$ cat config.mk
export PLATFORM = sky130hd
export DESIGN_NAME = serial_add_ctrl
export DESIGN_NICKNAME = d
export VERILOG_FILES = /design/src/rtl/serial_add_ctrl.sv
export SDC_FILE = /design/constraint.sdc
export NUM_CORES = 1
export LEC_CHECK = 0
export CORE_UTILIZATION = 44
export CTS_CLUSTER_SIZE = 20
export DETAILED_ROUTE_END_ITERATION = 10
export MAX_ROUTING_LAYER = met4
export PLACE_DENSITY = 0.72
export SYNTH_ARGS = -nofsm -noshare
export SYNTH_HDL_FRONTEND = slang
export SYNTH_SLANG_ARGS = --single-unit
$ cat constraint.sdc
create_clock -name clk -period 1.9 [get_ports clk]
set_input_delay 0.38 -clock clk [delete_from_list [all_inputs] [get_ports clk]]
set_output_delay 0.38 -clock clk [all_outputs]
set_load 0.05 [all_outputs]
$ cat src/rtl/serial_add_ctrl.sv
// serial_add_ctrl: bit-serial adder/subtractor built around a single 1-bit
// full adder. Each operation processes one bit per clock, LSB first, over
// WIDTH cycles. The result appears in a registered sum/cout pair and is
// flagged by a one-cycle done pulse.
module serial_add_ctrl #(
    parameter int unsigned WIDTH = 8
) (
    input  logic             clk,
    input  logic             rst,
    input  logic             start,
    input  logic             sub,
    input  logic [WIDTH-1:0] a,
    input  logic [WIDTH-1:0] b,
    input  logic             cin,
    output logic             busy,
    output logic             done,
    output logic [WIDTH-1:0] sum,
    output logic             cout
);

    localparam int unsigned   CW   = (WIDTH > 1) ? $clog2(WIDTH) : 1;
    localparam logic [CW-1:0] LAST = CW'(WIDTH - 1);

    typedef enum logic [1:0] {
        IDLE = 2'd0,
        RUN  = 2'd1,
        DONE = 2'd2
    } state_t;

    state_t           state_q, state_d;
    logic [WIDTH-1:0] a_q, a_d;
    logic [WIDTH-1:0] b_q, b_d;
    logic             sub_q, sub_d;
    logic             carry_q, carry_d;
    logic [CW-1:0]    cnt_q, cnt_d;
    logic [WIDTH-1:0] sum_q, sum_d;
    logic             cout_q, cout_d;

    // The single full-adder cell; subtraction inverts B and seeds carry with 1
    logic fa_a, fa_b, fa_s, fa_c;

    always_comb begin
        fa_a = a_q[0];
        fa_b = b_q[0] ^ sub_q;
        fa_s = fa_a ^ fa_b ^ carry_q;
        fa_c = (fa_a & fa_b) | (carry_q & (fa_a ^ fa_b));
    end

    // Next-state and datapath update for the IDLE/RUN/DONE sequencer
    always_comb begin
        state_d = state_q;
        a_d     = a_q;
        b_d     = b_q;
        sub_d   = sub_q;
        carry_d = carry_q;
        cnt_d   = cnt_q;
        sum_d   = sum_q;
        cout_d  = cout_q;
        busy    = 1'b0;
        done    = 1'b0;

        unique case (state_q)
            IDLE: begin
                if (start) begin
                    a_d     = a;
                    b_d     = b;
                    sub_d   = sub;
                    carry_d = sub ? 1'b1 : cin;
                    cnt_d   = '0;
                    sum_d   = '0;
                    cout_d  = 1'b0;
                    state_d = RUN;
                end
            end
            RUN: begin
                busy    = 1'b1;
                sum_d   = {fa_s, sum_q[WIDTH-1:1]};
                carry_d = fa_c;
                a_d     = a_q >> 1;
                b_d     = b_q >> 1;
                if (cnt_q == LAST) begin
                    cout_d  = fa_c;
                    state_d = DONE;
                end else begin
                    cnt_d = cnt_q + CW'(1);
                end
            end
            DONE: begin
                done    = 1'b1;
                state_d = IDLE;
            end
            default: begin
                state_d = IDLE;
            end
        endcase
    end

    // State and datapath registers; reset clears everything including the result
    always_ff @(posedge clk) begin
        if (rst) begin
            state_q <= IDLE;
            a_q     <= '0;
            b_q     <= '0;
            sub_q   <= 1'b0;
            carry_q <= 1'b0;
            cnt_q   <= '0;
            sum_q   <= '0;
            cout_q  <= 1'b0;
        end else begin
            state_q <= state_d;
            a_q     <= a_d;
            b_q     <= b_d;
            sub_q   <= sub_d;
            carry_q <= carry_d;
            cnt_q   <= cnt_d;
            sum_q   <= sum_d;
            cout_q  <= cout_d;
        end
    end

    assign sum  = sum_q;
    assign cout = cout_q;

endmodule

# [Yosys cells after proc, flatten, opt, wreduce, memory -nomap -nowiden]
# Index checks and enable logic that the tools add are counted.
[totals] regBits=32 in_bits=21 word_cells=48
[classes] addsub=1 eq_ne=6 muxes=20 n_bitwise=6 n_reduce_logical=7
[op_table] op="one-hot mux 8 bit (2 select lines)" count=3
[op_table] op="two-way mux 8 bit" count=3
[op_table] op="two-way mux 1 bit" count=6
[op_table] op="two-way mux 3 bit" count=2
[op_table] op="inequality test 2 bit (second input constant)" count=3
[op_table] op="one-hot mux 3 bit (2 select lines)" count=1
[op_table] op="AND reduction 2 bit" count=3
[op_table] op="AND reduction 3 bit" count=2
[op_table] op="two-way mux 2 bit" count=2
[op_table] op="one-hot mux 1 bit (2 select lines)" count=2
[op_table] op="one-hot mux 2 bit (2 select lines)" count=1
[op_table] op="adder 3 x 1 -> 3 bit (second input constant)" count=1
[op_table] op="equality test 3 bit (second input constant)" count=1
[op_table] op="bitwise XOR 1 bit" count=3
[op_table] op="bitwise AND 1 bit" count=2
[op_table] op="equality test 2 x 1 -> 1 bit (second input constant)" count=1
[op_table] op="equality test 2 bit (second input constant)" count=1
[op_table] op="zero test 2 bit" count=1
[op_table] op="nonzero test 2 bit" count=1
[op_table] op="OR 1 bit" count=1

# [Longest topological paths before layout]
# Gate-level depths: netlist of run 1.
[logic_depth] depth_word=6 mapped_depth=5 ltp_nobuf=5

# [Worst setup path before layout of run 1]
# Ideal clock, no wire load.
[synth_timing] kind="flip-flop to output port" startpoint="register state_q[0]" endpoint="output port done" arrival_time_ps=1311 setup_slack_ps=209 stages_incl_launch_ff=4 cell_sequence="dfxtp_1 buf_6 buf_2 nor2b_1"
[synth_between] elab_chain_len=2
[synth_rtl] item="from (decl)" line="30" source="state_t state_q, state_d;"
[synth_rtl] item="from (signal assigned)" line="110" source="state_q <= state_d;"
[synth_rtl] item="equality test 2 bit" line="62" source="unique case (state_q)"
[synth_rtl] item="two-way mux 1 bit" line="62"
[synth_rtl] item="to (decl)" line="16" source="output logic done,"
# Every way passes these cells.

# [Worst setup path after layout of run 1]
[layout_timing] startpoint="register sum_q[0] (netlist: sum[0])" endpoint="output port sum[0]"
[layout_lines] item="from (decl)" line="36" source="logic [WIDTH-1:0] sum_q, sum_d;"
[layout_lines] item="from (signal assigned)" line="116" source="sum_q <= sum_d;"
[layout_lines] item="to (decl)" line="17" source="output logic [WIDTH-1:0] sum,"
# No word-level cell between the ends.

==> results of run 1 <==
[logic make-up after synthesis]
family / Yosys count
multiplexers: 16
AO/OA/AOI/OAI: 32
AND/OR/NAND/NOR: 46
XOR/XNOR: 1
flip-flops: 32
adder cells (fa/ha/maj): 4
buffers and inverters: 13
[final timing paths]
kind,from,end,slack [ps]
max,sum[0]$_SDFFE_PP0P_,sum[0],60
min reg2reg,cout$_SDFFE_PP0P_,cout$_SDFFE_PP0P_,490
max reg2reg,state_q[0]$_SDFFE_PP0P_,a_q[2]$_SDFFE_PP0P_,460
min,cout$_SDFFE_PP0P_,cout$_SDFFE_PP0P_,490
[layer usage]
| layer | global-route usage, % | vias to the layer above | routed length, µm |
|---|---|---|---|
| met5 | - | - | 0 |
| met4 | 11.6 | 0 | 59 |
| met3 | 4.62 | 8 | 118 |
| met2 | 30.5 | 28 | 1320 |
| met1 | 20.7 | 531 | 1280 |
| li1 | - | 583 | - |
[power groups by stage]
stage | Combinational (mW) | Sequential, mW | Clock, mW
after global placement | 0.218 | 0.750 | 0
after floorplan | 0.138 | 0.752 | 0
final | 0.223 | 0.735 | 0.400
after detailed placement | 0.225 | 0.751 | 0
after global routing | 0.247 | 0.741 | 0.447
after CTS | 0.225 | 0.736 | 0.414
[final cells by class]
type                            instances  area, µm²
Clock buffer                            8       58.8
Fill cell                             265       1210
Inverter                                1       3.75
Multi-Input combinational cell         99        674
Sequential cell                        32        641
Tap cell                               44       55.1
Timing Repair Buffer                   37        384
[cell usage in the layout, fill, tap and decap left out, types with 2 or more instances in the layout]
cell type         n
a211oi_1         14
a21oi_1           2
a22oi_1          10
a31oi_1           4
buf_12            2
buf_4             6
clkbuf_1          2
clkbuf_4          5
clkdlybuf4s50_1  21
dfxtp_1          32
dlygate4sd2_1     3
dlymetal6s2s_1    5
ha_1              3
mux2i_1          16
nand2_1           4
nand3_1           5
nor2_1           27
nor2b_1           2
nor3_1            2
nor3b_1           2
[per-stage QoR]
step | std cells | total power, mW
after floorplan | 144 | 0.890
after global placement | 213 | 0.968
after detailed placement | 213 | 0.976
after CTS | 221 | 1.37
after global routing | 221 | 1.44
final | 221 | 1.36
[flip-flops by register name (all words and copies together), names as in the netlist]
| name | flops |
|---|---|
| carry_q | 1 |
| sub_q | 1 |
| cout | 1 |
| cnt_q | 3 |
| a_q | 8 |
| state_q | 2 |
| b_q | 8 |
| sum | 8 |
[repair_timing]
action,CTS,global route
resized for setup,3,5
setup endpoints to repair,3,5
setup buffers,0,0
gates cloned,0,0
pin swaps,0,0
==> flow_metrics.py, run 1 <==
metrics = {
    "placed_design": {
        "place_congestion": 0.787,
        "dp_hpwl_um": 1930,
        "portBuffers": 31,
        "placedInstanceArea_um2": 1750,
        "dp_slack_ps": 83.9,
    },
    "layout": {
        "fin_nets": 201,
        "drive_gt1_share_pct": 9.04,
        "finalInstanceArea_um2": 1820,
        "diodes": 0,
        "syn2layout_area_growth_pct": 30.0,
        "fin_util_pct": 60.0,
    },
    "synthesis": {
        "synth_top_cell_by_area": "dfxtp_1",
        "synth_mux_area_share_pct": 11.5,
        "synth_edf_count": 0,
        "synth_nets": 169,
        "synth_seq_cells": 32,
        "syn_inst": 144,
        "synthTopCellsByCount": "32 x dfxtp_1, 27 x nor2_1, 16 x mux2i_1",
        "synth_cell_types": 26,
        "synthAdderAreaFrac_pct": 4.12,
        "yosys_most_used_dff": "dfxtp_1",
        "synthArstFlopShare_pct": 0,
        "synth_top_family_by_area": "compound AO/OA/AOI/OAI gates",
        "synth_compound_area_share_pct": 16.9,
        "syn-cell-area_um2": 1400,
        "synth_top_cell_area_share_pct": 45.8,
        "yosys_warnings": 0,
        "yosysMostFrequentCell": "dfxtp_1",
        "synth_seq_area_share_pct": 45.8,
        "synth_xor_area_share_pct": 0.627,
        "syn_avg_cell_area_um2": 9.71,
        "ys_top_cells_by_area": "dfxtp_1 46%, mux2i_1 11%, a211oi_1 7.5%",
        "yosys.area_share.simple_pct": 15.1,
    },
    "power_and_ir_drop": {
        "p_seq_share_pct": 54.1,
        "switchingPower_mw": 0.352,
        "ir_drop_v": 0.000449,
        "pwr-share-clk_pct": 29.5,
        "combPwrFrac_pct": 16.4,
        "swShare_pct": 25.9,
        "leakagePower_nw": 0.805,
        "powerDensity_nw_per_um2": 748,
        "p_int_mw": 1.01,
    },
    "clock_network": {
        "clk-insertion-delay-late_ps": 330,
        "clock_path_buffers": 2,
        "cts.sinks": 32,
        "cts_tree": "built",
        "cts_hold_buf": 0,
        "root_buffer": "clkbuf_4",
        "clk_pin_slew_ps": 100,
        "cts_buffers": 5,
        "htree_levels": 2,
    },
    "routing": {
        "viasPerCell": 5.20,
        "wire_per_inst_um": 12.6,
        "drtAntennaViolNets": 0,
        "drtIter0Drc": 25,
        "drt-pass1-iter-count": 4,
        "totalWireLength_um": 2780,
        "routed-via-count": 1150,
        "drc": 0,
    },
    "critical_path": {
        "path_buf_inv": 1,
        "cp_slowest_stage_delay_ps": 800,
        "cp_max_fo": 2,
        "crit_family": "buffers and inverters",
        "start_kind": "register",
        "cp.required_ps": 1520,
        "critical_path_class": "register to primary output",
        "worstSetupPathDepth": 1,
        "endpoint_kind": "primary output",
        "reg2reg_depth": 5,
        "worstPathArrival_ps": 1460,
        "critical_path.cell_chain": "clkdlybuf4s50_1",
        "slowest_stage": "clkdlybuf4s50_1",
    },
    "grt": {
        "grt_pass1_wl_um": 4640,
        "grt_max_degree": 33,
        "antenna_found_initial": 0,
        "overflow": 0,
        "grt_use_total_pct": 18.8,
        "first_global_vias": 1095,
    },
    "sta": {
        "min_period_over_period_pct": 97.0,
        "fin_hold_ws_ps": 490,
        "fmax_mhz": 543,
        "final.setup_skew_ps": 9.47,
        "slew_headroom_pct": 65.9,
        "maxSlewViolCount": 0,
        "period_minus_slack_ps": 1840,
        "setup_viol": 0,
        "worstMarginPinSlew_ps": 511,
        "setup-tns-final_ps": 0,
        "rsz0062_at_grt": "no",
        "setup_ws_ps": 56.9,
        "hold_viol": 0,
    },
    "floorplanning": {
        "die_h_um": 58.4,
        "start_util_pct": 46.2,
        "io_pins": 32,
        "dieArea_um2": 3410,
        "core_um2": 3030,
        "die_width_um": 58.4,
        "row_count": 20,
    },
    "hold_path": {
        "holdPathStages": 2,
        "hold_path_class": "register to register",
    },
    "run_status": {
        "run_status": "completed",
    },
    "job": {
        "maxCapViolations": 0,
    },
}
Power figures use the tool's default switching activity.
==> run 2: changes to the inputs <==
- CTS_BUF_LIST: not set -> sky130_fd_sc_hd__clkbuf_16
==> run 2 against run 1 <==
Against the previous run:
- via count grew 0.43%
- first-iteration DRC count fell by 44%
- clock power is 81% higher
- highest routed layer unchanged
- power increased by 24%
- setup slack better by 32 ps
==> flow_metrics.py, run 2 (same netlist as run 1, synthesis figures left out) <==
metrics = {
    "run_status": {
        "run_status": "completed",
    },
    "clock_network": {
        "cts_tree": "built",
        "cts_buffers": 5,
        "clock_path_buffers": 2,
        "cts_hold_buf": 0,
        "post_cts_resized": 0,
        "clk_pin_slew_ps": 50,
        "root_buffer": "clkbuf_16",
        "htree_levels": 2,
        "clk-insertion-delay-late_ps": 270,
        "cts.sinks": 32,
        "post-cts-setup-buffer-count": 0,
    },
    "routing": {
        "drtIter0Drc": 14,
        "totalWireLength_um": 2810,
        "drtAntennaViolNets": 0,
        "routed-via-count": 1155,
        "drc": 0,
        "viasPerCell": 5.23,
        "drt-pass1-iter-count": 4,
        "wire_per_inst_um": 12.7,
    },
    "floorplanning": {
        "row_count": 20,
        "die_h_um": 58.4,
        "start_util_pct": 46.2,
        "dieArea_um2": 3410,
        "core_um2": 3030,
        "io_pins": 32,
        "die_width_um": 58.4,
    },
    "critical_path": {
        "crit_family": "buffers and inverters",
        "slowest_stage": "clkdlybuf4s50_1",
        "path_buf_inv": 1,
        "start_kind": "register",
        "cp_slowest_stage_delay_ps": 810,
        "worstPathArrival_ps": 1430,
        "cp_max_fo": 3,
        "endpoint_kind": "primary output",
        "cp.required_ps": 1520,
        "critical_path.cell_chain": "clkdlybuf4s50_1",
        "critical_path_class": "register to primary output",
    },
    "sta": {
        "hold_viol": 0,
        "fmax_mhz": 552,
        "min_period_over_period_pct": 95.3,
        "maxSlewViolCount": 0,
        "setup_viol": 0,
        "final.setup_skew_ps": 4.43,
        "setup-tns-final_ps": 0,
        "period_minus_slack_ps": 1810,
        "worstMarginPinSlew_ps": 492,
        "slew_headroom_pct": 67.1,
        "rsz0062_at_grt": "no",
    },
    "grt": {
        "first_global_vias": 1119,
        "grt_max_degree": 33,
        "grt_pass1_wl_um": 4750,
        "grt_use_total_pct": 19.4,
        "antenna_found_initial": 0,
        "overflow": 0,
    },
    "placed_design": {
        "dp_hpwl_um": 1930,
        "place_congestion": 0.787,
        "dp_cells": 213,
        "portBuffers": 31,
    },
    "power_and_ir_drop": {
        "powerDensity_nw_per_um2": 895,
        "ir_drop_v": 0.000595,
        "leakagePower_nw": 0.739,
    },
    "layout": {
        "syn2layout_area_growth_pct": 34.9,
        "drive_gt1_share_pct": 8.47,
        "layout_commonest_cell": "dfxtp_1",
        "fin_nets": 201,
        "final_cell_mix": "32 x dfxtp_1, 29 x clkdlybuf4s50_1, 27 x nor2_1",
        "diodes": 0,
        "final_cells": 221,
    },
    "job": {
        "maxCapViolations": 0,
    },
    "hold_path": {
        "hold_path_class": "register to register",
    },
}
run 2: cell count changes in the layout (fill, tap and decap cells not counted):
cell	previous run	this run
clkdlybuf4s50_1	21	29
clkbuf_16	0	5
clkbuf_1	2	0
clkbuf_4	5	0
clkbuf_8	1	0
inv_1	1	3
dlymetal6s2s_1	5	0
clkinv_1	0	1
dlygate4sd2_1	3	0
run 2: worst paths after layout:
| kind | from | end | slack [ps] | cells past startpoint |
|---|---|---|---|---|
| worst max-delay path | sum[4]$_SDFFE_PP0P_ | sum[4] | 90 | 1 |
| worst min-delay path | cout$_SDFFE_PP0P_ | cout$_SDFFE_PP0P_ | 490 | 2 |
| worst min register to register | cout$_SDFFE_PP0P_ | cout$_SDFFE_PP0P_ | 490 | 2 |
| worst max register to register | state_q[0]$_SDFFE_PP0P_ | carry_q$_SDFFE_PP0P_ | 410 | 4 |
run 2: final cells by class:
cell class | instances | area [µm²]
clock buffer | 5 | 125
clock inverter | 3 | 11.3
fill | 252 | 1140
inverter | 1 | 3.75
multi-input combinational | 99 | 674
sequential | 32 | 641
tap | 44 | 55.1
timing repair buffer | 37 | 375
run 2: per-stage QoR:
step	util, %	hold slack [ps]	cell area [µm²]	power (mW)	setup slack [ps]
finish	62.3	491	1890	1.69	89.2
global route	62.3	527	1890	1.77	34.7
CTS	62.3	491	1890	1.70	82.4
detailed placement	57.8	484	1750	0.976	83.9
global placement	57.8	467	1750	0.968	180
floorplan	-	456	1400	0.890	209
run 2: per-layer routing:
layer	GRT usage [%]	routed length [µm]	vias to the layer above
met5	-	0	-
met2	32.8	1370	32
li1	-	-	579
met1	20.7	1250	537
met4	9.18	41	0
met3	5.93	140	7
run 2: power breakdown:
group | total (mW) | leakage [nW] | internal [mW] | switching [mW]
combinational | 0.225 | 0.403 | 0.116 | 0.109
sequential | 0.738 | 0.263 | 0.712 | 0.0257
clock | 0.723 | 0.0738 | 0.469 | 0.254
total | 1.69 | 0.739 | 1.30 | 0.389
